$ cat config.mk
export PLATFORM = sky130hd
export DESIGN_NAME = addroundkey_collect_flat
export DESIGN_NICKNAME = d
export VERILOG_FILES = /design/src/rtl/addroundkey_collect_if.sv /design/src/rtl/addroundkey_collect.sv /design/src/flat_wrapper.sv
export SDC_FILE = /design/constraint.sdc
export NUM_CORES = 1
export LEC_CHECK = 0
export CORE_MARGIN = 3
export CORE_UTILIZATION = 40
export CTS_CLUSTER_DIAMETER = 80
export DETAILED_ROUTE_END_ITERATION = 8
export PLACE_DENSITY_LB_ADDON = 0.25
export SYNTH_ARGS = -nofsm -noshare
export SYNTH_HDL_FRONTEND = slang
export SYNTH_SLANG_ARGS = --single-unit
$ cat constraint.sdc
create_clock -name clk -period 5.1 [get_ports clk]
set_input_delay 1.275 -clock clk [delete_from_list [all_inputs] [get_ports clk]]
set_output_delay 1.275 -clock clk [all_outputs]
set_load 0.1 [all_outputs]
$ cat src/rtl/addroundkey_collect_if.sv
// Column-in / state-out bus for addroundkey_collect.
// state_par exists only when ARK_PARITY_EN is defined.
interface addroundkey_collect_if;
  logic [31:0]  col_in;
  logic         col_valid;
  logic         col_first;
  logic         col_ready;
  logic [127:0] round_key;
  logic [127:0] state_out;
  logic         state_valid;
  logic         state_ready;
  logic         seq_err;
`ifdef ARK_PARITY_EN
  logic [15:0]  state_par;
`endif

  // Both sides: a transfer happens on a rising edge where valid & ready are both 1;
  // valid holds its data until that edge, and ready never depends on valid.
  modport master (
    output col_in, col_valid, col_first, round_key, state_ready,
    input  col_ready, state_out, state_valid, seq_err
`ifdef ARK_PARITY_EN
    , input state_par
`endif
  );

  modport slave (
    input  col_in, col_valid, col_first, round_key, state_ready,
    output col_ready, state_out, state_valid, seq_err
`ifdef ARK_PARITY_EN
    , output state_par
`endif
  );
endinterface

$ cat src/rtl/addroundkey_collect.sv
// Collects four MixColumns columns, XORs each with its round-key word, and presents the 128-bit state.
// Optional per-byte parity output (state_par) is enabled by defining ARK_PARITY_EN.
module addroundkey_collect #(
  parameter int NCOL      = 4,
  parameter bit KEY_LATCH = 1'b1
) (
  input  logic                 clk,
  input  logic                 rst,
  addroundkey_collect_if.slave bus,
  output logic                 o_dbg_state,
  output logic [1:0]           o_dbg_col_cnt
);

  typedef enum logic {
    S_COLLECT = 1'b0,
    S_HOLD    = 1'b1
  } state_t;

  localparam logic [1:0] LAST_COL = 2'(NCOL - 1);

  state_t       r_state;
  logic [1:0]   r_col_cnt;
  logic [127:0] r_state_out;
  logic [127:0] r_key;
  logic         r_col_ready;
  logic         r_state_valid;
  logic         r_seq_err;

  logic         w_accept;
  logic         w_bad_first;
  logic         w_bad_cont;
  logic         w_write;
  logic         w_last;
  logic [1:0]   w_wr_idx;
  logic [6:0]   w_wr_lsb;
  logic [127:0] w_key_src;
  logic [31:0]  w_col_xor;
  logic [127:0] w_next_state;

  assign w_accept    = bus.col_valid & r_col_ready;
  assign w_bad_first = bus.col_first & (r_col_cnt != 2'd0);
  assign w_bad_cont  = ~bus.col_first & (r_col_cnt == 2'd0);
  assign w_write     = w_accept & ~w_bad_cont;
  assign w_last      = ~bus.col_first & (r_col_cnt == LAST_COL);

  // A col_first column always restarts at word 0, whatever the count says.
  assign w_wr_idx  = bus.col_first ? 2'd0 : r_col_cnt;
  assign w_wr_lsb  = {~w_wr_idx, 5'd0};
  assign w_key_src = (KEY_LATCH && (w_wr_idx != 2'd0)) ? r_key : bus.round_key;
  assign w_col_xor = bus.col_in ^ w_key_src[w_wr_lsb +: 32];

  always_comb begin
    w_next_state = r_state_out;
    w_next_state[w_wr_lsb +: 32] = w_col_xor;
  end

  always_ff @(posedge clk) begin
    if (rst) begin
      r_state       <= S_COLLECT;
      r_col_cnt     <= 2'd0;
      r_state_out   <= '0;
      r_key         <= '0;
      r_col_ready   <= 1'b1;
      r_state_valid <= 1'b0;
      r_seq_err     <= 1'b0;
    end else begin
      r_seq_err <= 1'b0;
      case (r_state)
        S_COLLECT: begin
          if (w_accept) begin
            r_seq_err <= w_bad_first | w_bad_cont;
            if (w_write) begin
              r_state_out <= w_next_state;
              if (bus.col_first) begin
                r_key     <= bus.round_key;
                r_col_cnt <= 2'd1;
              end else if (w_last) begin
                r_col_cnt     <= 2'd0;
                r_state       <= S_HOLD;
                r_state_valid <= 1'b1;
                r_col_ready   <= 1'b0;
              end else begin
                r_col_cnt <= r_col_cnt + 2'd1;
              end
            end
          end
        end
        S_HOLD: begin
          if (bus.state_ready) begin
            r_state       <= S_COLLECT;
            r_state_valid <= 1'b0;
            r_col_ready   <= 1'b1;
          end
        end
        default: r_state <= S_COLLECT;
      endcase
    end
  end

`ifdef ARK_PARITY_EN
  logic [15:0] r_state_par;
  logic [15:0] w_next_par;

  always_comb begin
    w_next_par = '0;
    for (int i = 0; i < 16; i++) begin
      w_next_par[i] = ^w_next_state[127 - 8*i -: 8];
    end
  end

  // Updated on every state_out write so it always matches state_out.
  always_ff @(posedge clk) begin
    if (rst) begin
      r_state_par <= '0;
    end else if ((r_state == S_COLLECT) && w_write) begin
      r_state_par <= w_next_par;
    end
  end

  assign bus.state_par = r_state_par;
`endif

  assign bus.col_ready   = r_col_ready;
  assign bus.state_out   = r_state_out;
  assign bus.state_valid = r_state_valid;
  assign bus.seq_err     = r_seq_err;
  assign o_dbg_state     = r_state;
  assign o_dbg_col_cnt   = r_col_cnt;

endmodule

$ cat src/flat_wrapper.sv
// flat-port wrapper written by rule: the top's interface ports become plain ports
module addroundkey_collect_flat 
#(
  parameter int NCOL      = 4,
  parameter bit KEY_LATCH = 1'b1
)
  (clk, rst, o_dbg_state, o_dbg_col_cnt, bus_col_in, bus_col_valid, bus_col_first, bus_round_key, bus_state_ready, bus_col_ready, bus_state_out, bus_state_valid, bus_seq_err);
  addroundkey_collect_if bus_i ();
  input  logic clk;
  input  logic rst;
  output logic o_dbg_state;
  output logic [1:0] o_dbg_col_cnt;
  input wire logic [$bits(bus_i.col_in)-1:0] bus_col_in;
  input wire logic [$bits(bus_i.col_valid)-1:0] bus_col_valid;
  input wire logic [$bits(bus_i.col_first)-1:0] bus_col_first;
  input wire logic [$bits(bus_i.round_key)-1:0] bus_round_key;
  input wire logic [$bits(bus_i.state_ready)-1:0] bus_state_ready;
  output wire logic [$bits(bus_i.col_ready)-1:0] bus_col_ready;
  output wire logic [$bits(bus_i.state_out)-1:0] bus_state_out;
  output wire logic [$bits(bus_i.state_valid)-1:0] bus_state_valid;
  output wire logic [$bits(bus_i.seq_err)-1:0] bus_seq_err;
  assign bus_i.col_in = bus_col_in;
  assign bus_i.col_valid = bus_col_valid;
  assign bus_i.col_first = bus_col_first;
  assign bus_i.round_key = bus_round_key;
  assign bus_i.state_ready = bus_state_ready;
  assign bus_col_ready = bus_i.col_ready;
  assign bus_state_out = bus_i.state_out;
  assign bus_state_valid = bus_i.state_valid;
  assign bus_seq_err = bus_i.seq_err;
  addroundkey_collect #(.NCOL(NCOL), .KEY_LATCH(KEY_LATCH)) u_core (.clk(clk), .rst(rst), .bus(bus_i), .o_dbg_state(o_dbg_state), .o_dbg_col_cnt(o_dbg_col_cnt));
endmodule
==> out/metrics.yaml, run 1 <==
vias: 9806
finish.instance_area_um2: 15500
fin_cells: 1929
rsz0062_at_grt: "no"
cts_sinks: 262
synth_edf_count: 0
dr.first_iter.drc_count: 788
cts_resized: 0
syn-num-nets: 1446
syn_area_um2: 11200
multi_input_area_um2: 5510
switching_share_pct: 27.5
end_kind: "register"
grt_pass1_vias: 9513
clk_path_buf_depth: 3
met1_usage_pct: 31.3
finClkSkew_ps: 16.8
met3_usage_pct: 3.80
criticalPathCategory: "input port to register"
place.gp.congestion: 0.829
p_int_uw: 3800
die_w_um: 173
met2_usage_pct: 35.8
viasPerCell: 5.08
holdBufCountCts: 0
cp-start-kind: "input port"
seq_area_frac_synth_pct: 47.0
synth_fa_ha_area_share_pct: 1.01
max-vdd-ir-drop_v: 0.000217
finalSetupViolations: 0
ant_nets: 0
min-delay-start: "u_core.bus.state_out[40]$_SDFFE_PP0P_"
grt-ovfl-total: 0
status: "complete, no violations"
ff2ff_path_depth: 10
crit_family: "buffers and inverters"
clk_latency_ps: 540
totalPowerFinal_uw: 5240
synth_seq_cells: 262
synth-xor-area-share_pct: 3.18
io_buffers: 298
avgSynthCellArea_um2: 8.78
grt-busiest-layer: "met2"
cellPowerDensity_nw_per_um2: 339
r2r-end: "u_core.bus.state_out[82]$_SDFFE_PP0P_"
p_switching_uw: 1440
crit_buf_inv: 4
synth_compound_area_share_pct: 18.7
place_hpwl_mm: 24.5
synth_cell_type_count: 32
post_drt_wl_per_cell_um: 18.1
nets: 1704
cts-root-buf: "clkbuf_16"
io_pins: 299
fin_crit_ps: 3920
setup_tns_ps: 0
post-cts-setup-buffers: 0
tightestPinTransition_ps: 1030
antenna_found_initial: 7
power.share.clock_pct: 41.9
seqCellArea_um2: 5250
slew_headroom_pct: 31.1
first_pass_iters: 5
ys.flop_type: "dfxtp_1"
cts_tree: "built"
min_to: "u_core.bus.state_out[40]$_SDFFE_PP0P_"
final_cell_mix: "nand2_1 (388), clkdlybuf4s50_1 (297), dfxtp_1 (262)"
die_h_um: 173
cap_violations: 0
cp_data_required_time_ps: 5500
synth_top_family_by_area: "compound AO/OA/AOI/OAI gates"
ys_async_sr_fraction_pct: 0
pwr-share-seq_pct: 41.0
combPwrFrac_pct: 17.1
fp-row-count: 60
hold_depth: 2
clk_pin_slew_worst_paths_ps: 60
p_leak_uw: 0.00631
cp.arrival_ps: 4320
grt_pass1_wl_mm: 54.4
die_area_um2: 29900
synth-simple-area-share_pct: 14.4
r2r-start: "u_core.o_dbg_col_cnt[0]$_SDFFE_PP0P_"
track_usage_pct: 22.3
synth_cells: 1272
yosys_warnings: 0
fill_cells: 2447
critPathMaxFanout: 46
hold_path.class: "register to register"
drive_gt1_share_pct: 8.44
initial_core_util_pct: 41.1
dp_cells: 1872
final_common_cell: "nand2_1"
clock.fmax_mhz: 255
cp_slowest_cell: "clkdlybuf4s50_1"
drc: 0
hold_viol: 0
synthMuxAreaShare_pct: 11.5
totalWireLength_mm: 34.8
h-tree-depth: 1
slew_viol_final: 0
cts_inserted_buffers: 28
critPathMaxStageDelay_ps: 670
syn_to_final_growth_pct: 38.5
crit_chain: "clkdlybuf4s50_1 -> inv_1 -> nand2_1 -> ha_4 -> buf_12 -> buf_4 -> mux2i_1 -> a221oi_2 -> xnor2_1 -> o21ai_1"
coreArea_um2: 27200
reg2reg_slack_ps: 2230
whs_ps: 446
period_share_pct: 76.9
grt_max_degree: 129
dpl_cell_area_um2: 14400
[area by class of cell]
class                           count  share of cell area [%]
Tap cell                          372                    3.01
Antenna cell                        5                  0.0809
Clock buffer                       38                    5.36
Multi-Input combinational cell    911                    35.6
Inverter                            5                   0.121
Clock inverter                     14                    1.21
Timing Repair Buffer              322                    20.7
Sequential cell                   262                    33.9
[worst register-to-register path: stages (launching register included)]
cell,delay (ps)
dfxtp_1,390
inv_2,120
nor2_2,70
inv_2,210
ha_4,430
buf_12,380
buf_4,250
mux2i_1,90
a221oi_2,420
xnor2_1,250
o21ai_1,130
[routing by layer]
layer / routed length (um) / share of wire, % / up-vias
li1: - / - / 4876
met2: 16200 / 46 / 271
met1: 16200 / 47 / 4613
met4: 487 / 1.4 / 6
met3: 1890 / 5.4 / 40
met5: 54 / 0.16 / -
[how the worst max path moves through the flow]
stage | from | endpoint | slack (ps) | cells past startpoint
floorplan | bus_col_first | u_core.bus.state_out[0]$_SDFFE_PP0P_ | 2070 | 10
global placement | bus_col_first | u_core.bus.state_out[30]$_SDFFE_PP0P_ | 820 | 10
detailed placement | bus_col_first | u_core.bus.state_out[94]$_SDFFE_PP0P_ | 720 | 10
CTS | bus_col_first | u_core.bus.state_out[62]$_SDFFE_PP0P_ | 1270 | 10
global route | bus_col_first | u_core.bus.state_out[24]$_SDFFE_PP0P_ | 1060 | 10
finish | bus_col_first | u_core.bus.state_out[82]$_SDFFE_PP0P_ | 1180 | 10
[Yosys cell counts, types with 5 or more instances]
cell | number | area share (%)
o21ai_1 | 128 | 5.7
ha_1 | 9 | 1.0
buf_4 | 8 | 0.54
a21oi_1 | 135 | 6.1
xnor2_1 | 22 | 1.7
clkbuf_1 | 55 | 1.8
xnor2_2 | 10 | 1.5
a221oi_2 | 30 | 4.0
mux2i_1 | 128 | 11
dfxtp_1 | 262 | 47
buf_6 | 5 | 0.50
nand2_1 | 389 | 13
buf_2 | 25 | 1.1
a22o_1 | 32 | 2.5
[power by group through the flow]
stage	combinational (uW)	sequential [uW]	clock (uW)
6_report	895	2150	2190
5_1_grt	953	2150	2320
4_1_cts	895	2150	2230
3_5_place_dp	893	2190	0
3_3_place_gp	884	2190	0
2_1_floorplan	403	2350	0
[flip-flops by register name, indices dropped and copies added, names as in the netlist]
signal                  flops
u_core.bus.state_out      128
u_core.r_key              128
u_core.o_dbg_col_cnt        2
u_core.bus.col_ready        1
u_core.bus.seq_err          1
u_core.bus.state_valid      1
u_core.o_dbg_state          1
[cells by family after synthesis]
| family | after synthesis |
|---|---|
| AOI/OAI and AO/OA | 330 |
| DFF | 262 |
| xor gates and xnor gates | 32 |
| adders and majority gates | 9 |
| and+or+nand+nor | 412 |
| buffers and inverters | 99 |
| muxes | 128 |
[stage by stage]
step | utilization (%) | setup slack (ps)
2_1_floorplan | - | 2070
3_3_place_gp | 53.1 | 815
6_report | 56.9 | 1180
5_1_grt | 56.9 | 1060
4_1_cts | 56.9 | 1270
3_5_place_dp | 53.1 | 723
Note: power is estimated with default switching activity, not from simulation.
==> run 2: changes to the inputs <==
==> constraint.sdc (replaced) <==
create_clock -name clk -period 3.4 [get_ports clk]
set_input_delay 0.85 -clock clk [delete_from_list [all_inputs] [get_ports clk]]
set_output_delay 0.85 -clock clk [all_outputs]
set_load 0.1 [all_outputs]
==> out/metrics.yaml, run 2 (synthesis gave the netlist of run 1 again) <==
clk_path_buf_depth: 3  # unchanged
seqCellArea_um2: 5250  # unchanged
initial_core_util_pct: 41.1  # unchanged
finClkSkew_ps: 8.94  # -7.87 ps
crit_chain: "clkdlybuf4s50_1 -> inv_1 -> nand2_1 -> ha_4 -> buf_12 -> buf_4 -> mux2i_1 -> a22o_1 -> a221oi_1 -> xnor2_1 -> o21ai_1"
crit_family: "buffers and inverters"
p_leak_uw: 0.00673  # +6.7%
hold_viol: 0  # unchanged
multi_input_area_um2: 5510  # unchanged
ff2ff_path_depth: 11  # +1
timing.critical_path.from: "bus_col_first"
dr.first_iter.drc_count: 829  # +5.2%
track_usage_pct: 22.1  # -0.21 points
grt_pass1_wl_mm: 54.0  # -0.68%
drc: 0  # unchanged
finish.instance_area_um2: 15400  # -0.28%
drive_gt1_share_pct: 18.3  # +9.8 points
place_hpwl_mm: 25.0  # +2.0%
antenna_found_initial: 5  # -2
cts_tree: "built"
criticalPathCategory: "input port to register"
io_pins: 299  # unchanged
hold_path.class: "register to register"
pwr-share-seq_pct: 40.4  # -0.6 points
cap_violations: 0  # unchanged
r2r-end: "u_core.bus.state_out[63]$_SDFFE_PP0P_"
combPwrFrac_pct: 17.3  # +0.2 points
crit_buf_inv: 4  # unchanged
max-vdd-ir-drop_v: 0.000380  # +75%
grt_max_degree: 92  # -29%
cts_resized: 0  # unchanged
first_pass_iters: 8  # +3
io_buffers: 298  # unchanged
cp_data_required_time_ps: 3800  # -1700 ps
cts-root-buf: "clkbuf_16"
grt_pass1_vias: 9526  # +0.14%
holdBufCountCts: 0  # unchanged
period_share_pct: 85.0
coreArea_um2: 27200  # unchanged
p_int_uw: 5820  # +53%
setup_tns_ps: 0  # unchanged
syn_to_final_growth_pct: 38.2
viasPerCell: 5.09  # about the same
slew_viol_final: 0  # unchanged
r2r-start: "u_core.o_dbg_col_cnt[0]$_SDFFE_PP0P_"
die_w_um: 173  # unchanged
end_kind: "register"
tightestPinTransition_ps: 917  # -113 ps
fp-row-count: 60  # unchanged
critPathCapture: "u_core.bus.state_out[63]$_SDFFE_PP0P_"
reg2reg_slack_ps: 780  # -1450 ps
post-cts-setup-buffers: 0  # unchanged
cellPowerDensity_nw_per_um2: 517  # +53%
clk_pin_slew_worst_paths_ps: 60  # about the same
critPathMaxFanout: 21  # -54%
slew_headroom_pct: 38.8  # +7.7 points
clk_latency_ps: 530  # about the same
fill_cells: 2515  # +2.8%
post_drt_wl_per_cell_um: 17.9  # -1.1%
h-tree-depth: 1  # unchanged
rsz0062_at_grt: "no"
cp_num_cells: 11  # +1
cp.arrival_ps: 3290  # -1030 ps
totalWireLength_mm: 34.8  # about the same
ant_nets: 0  # unchanged
place.gp.congestion: 0.834  # +0.62%
final_common_cell: "nand2_1"
cp_slowest_cell: "clkdlybuf4s50_1"
dpl_cell_area_um2: 14400  # -0.43%
grt-ovfl-total: 0  # unchanged
cp-start-kind: "input port"
power.share.clock_pct: 42.3  # +0.4 points
die_area_um2: 29900  # unchanged
cts_inserted_buffers: 28  # unchanged
die_h_um: 173  # unchanged
finalSetupViolations: 0  # unchanged
clock.fmax_mhz: 346
p_switching_uw: 2150  # +50%
cts_sinks: 262  # unchanged
switching_share_pct: 27.0  # -0.48 points
final_cell_mix: "nand2_1 (388), dfxtp_1 (262), buf_4 (171)"
status: "complete, no violations"
critPathMaxStageDelay_ps: 530  # -140 ps
fin_crit_ps: 2890
nets: 1727  # +1.3%
vias: 9917  # +1.1%
==> run 2: cell types whose count changed in the layout (fill, tap and decap cells not counted), sizes merged <==
| cell | delta |
|---|---|
| clkinv | -1 |
| bufinv | +2 |
| clkinvlp | +1 |
| diode | -3 |
| buf | +157 |
| clkbuf | -2 |
| clkdlybuf4s50 | -134 |
==> run 2: how the worst min path moves through the flow <==
stage	from	end	slack, ps	depth (start not counted)
detailed placement	u_core.bus.state_out[81]$_SDFFE_PP0P_	u_core.bus.state_out[81]$_SDFFE_PP0P_	440	2
floorplan	u_core.r_key[0]$_SDFFE_PP0P_	u_core.r_key[0]$_SDFFE_PP0P_	440	2
CTS	u_core.bus.state_out[81]$_SDFFE_PP0P_	u_core.bus.state_out[81]$_SDFFE_PP0P_	450	2
finish	u_core.bus.state_out[105]$_SDFFE_PP0P_	u_core.bus.state_out[105]$_SDFFE_PP0P_	450	2
global route	u_core.r_key[32]$_SDFFE_PP0P_	u_core.r_key[32]$_SDFFE_PP0P_	470	2
global placement	u_core.bus.state_out[105]$_SDFFE_PP0P_	u_core.bus.state_out[105]$_SDFFE_PP0P_	440	2
==> run 2: power groups by stage <==
stage	combinational (uW)	clock [uW]	sequential (uW)
finish	1380	3380	3220
global route	1470	3560	3230
CTS	1380	3440	3220
detailed placement	1380	0	3290
global placement	1360	0	3290
floorplan	605	0	3530
==> run 2: per-stage QoR <==
| stage | hold WS, ps | std cells | setup WS [ps] | utilization [%] | total power (uW) |
|---|---|---|---|---|---|
| 2_1_floorplan | 436 | 1272 | 504 | - | 4140 |
| 3_3_place_gp | 436 | 1895 | 69.5 | 52.9 | 4650 |
| 3_5_place_dp | 442 | 1895 | 29.6 | 52.9 | 4670 |
| 4_1_cts | 450 | 1947 | 572 | 56.7 | 8040 |
| 5_1_grt | 468 | 1949 | 402 | 56.8 | 8260 |
| 6_report | 446 | 1949 | 510 | 56.8 | 7980 |
==> run 2: routing by layer <==
layer  up-vias  global-route usage, %  wire (um)
met5         -                      0         41
met4         6                   5.30        660
met3        49                   4.15       2190
met2       306                   35.0      16000
met1      4639                   31.1      16000
li1       4917                      -          -
==> run 2: final cells by class <==
cell class	instances	area share, %
clock inverter	16	1.57
inverter	5	0.122
timing repair buffer	345	20.3
sequential	262	34.0
multi-input combinational	911	35.7
antenna	2	0.0324
tap	372	3.02
clock buffer	36	5.20
==> run 2: worst reg2reg max path: stages (launching register included) <==
cell and delay [ps]:
dfxtp_1 510, inv_2 100, nor2_2 150, inv_2 70
ha_4 210, buf_12 180, buf_4 160, mux2i_1 110
a22o_1 180, a221oi_1 470, xnor2_1 260, o21ai_1 110
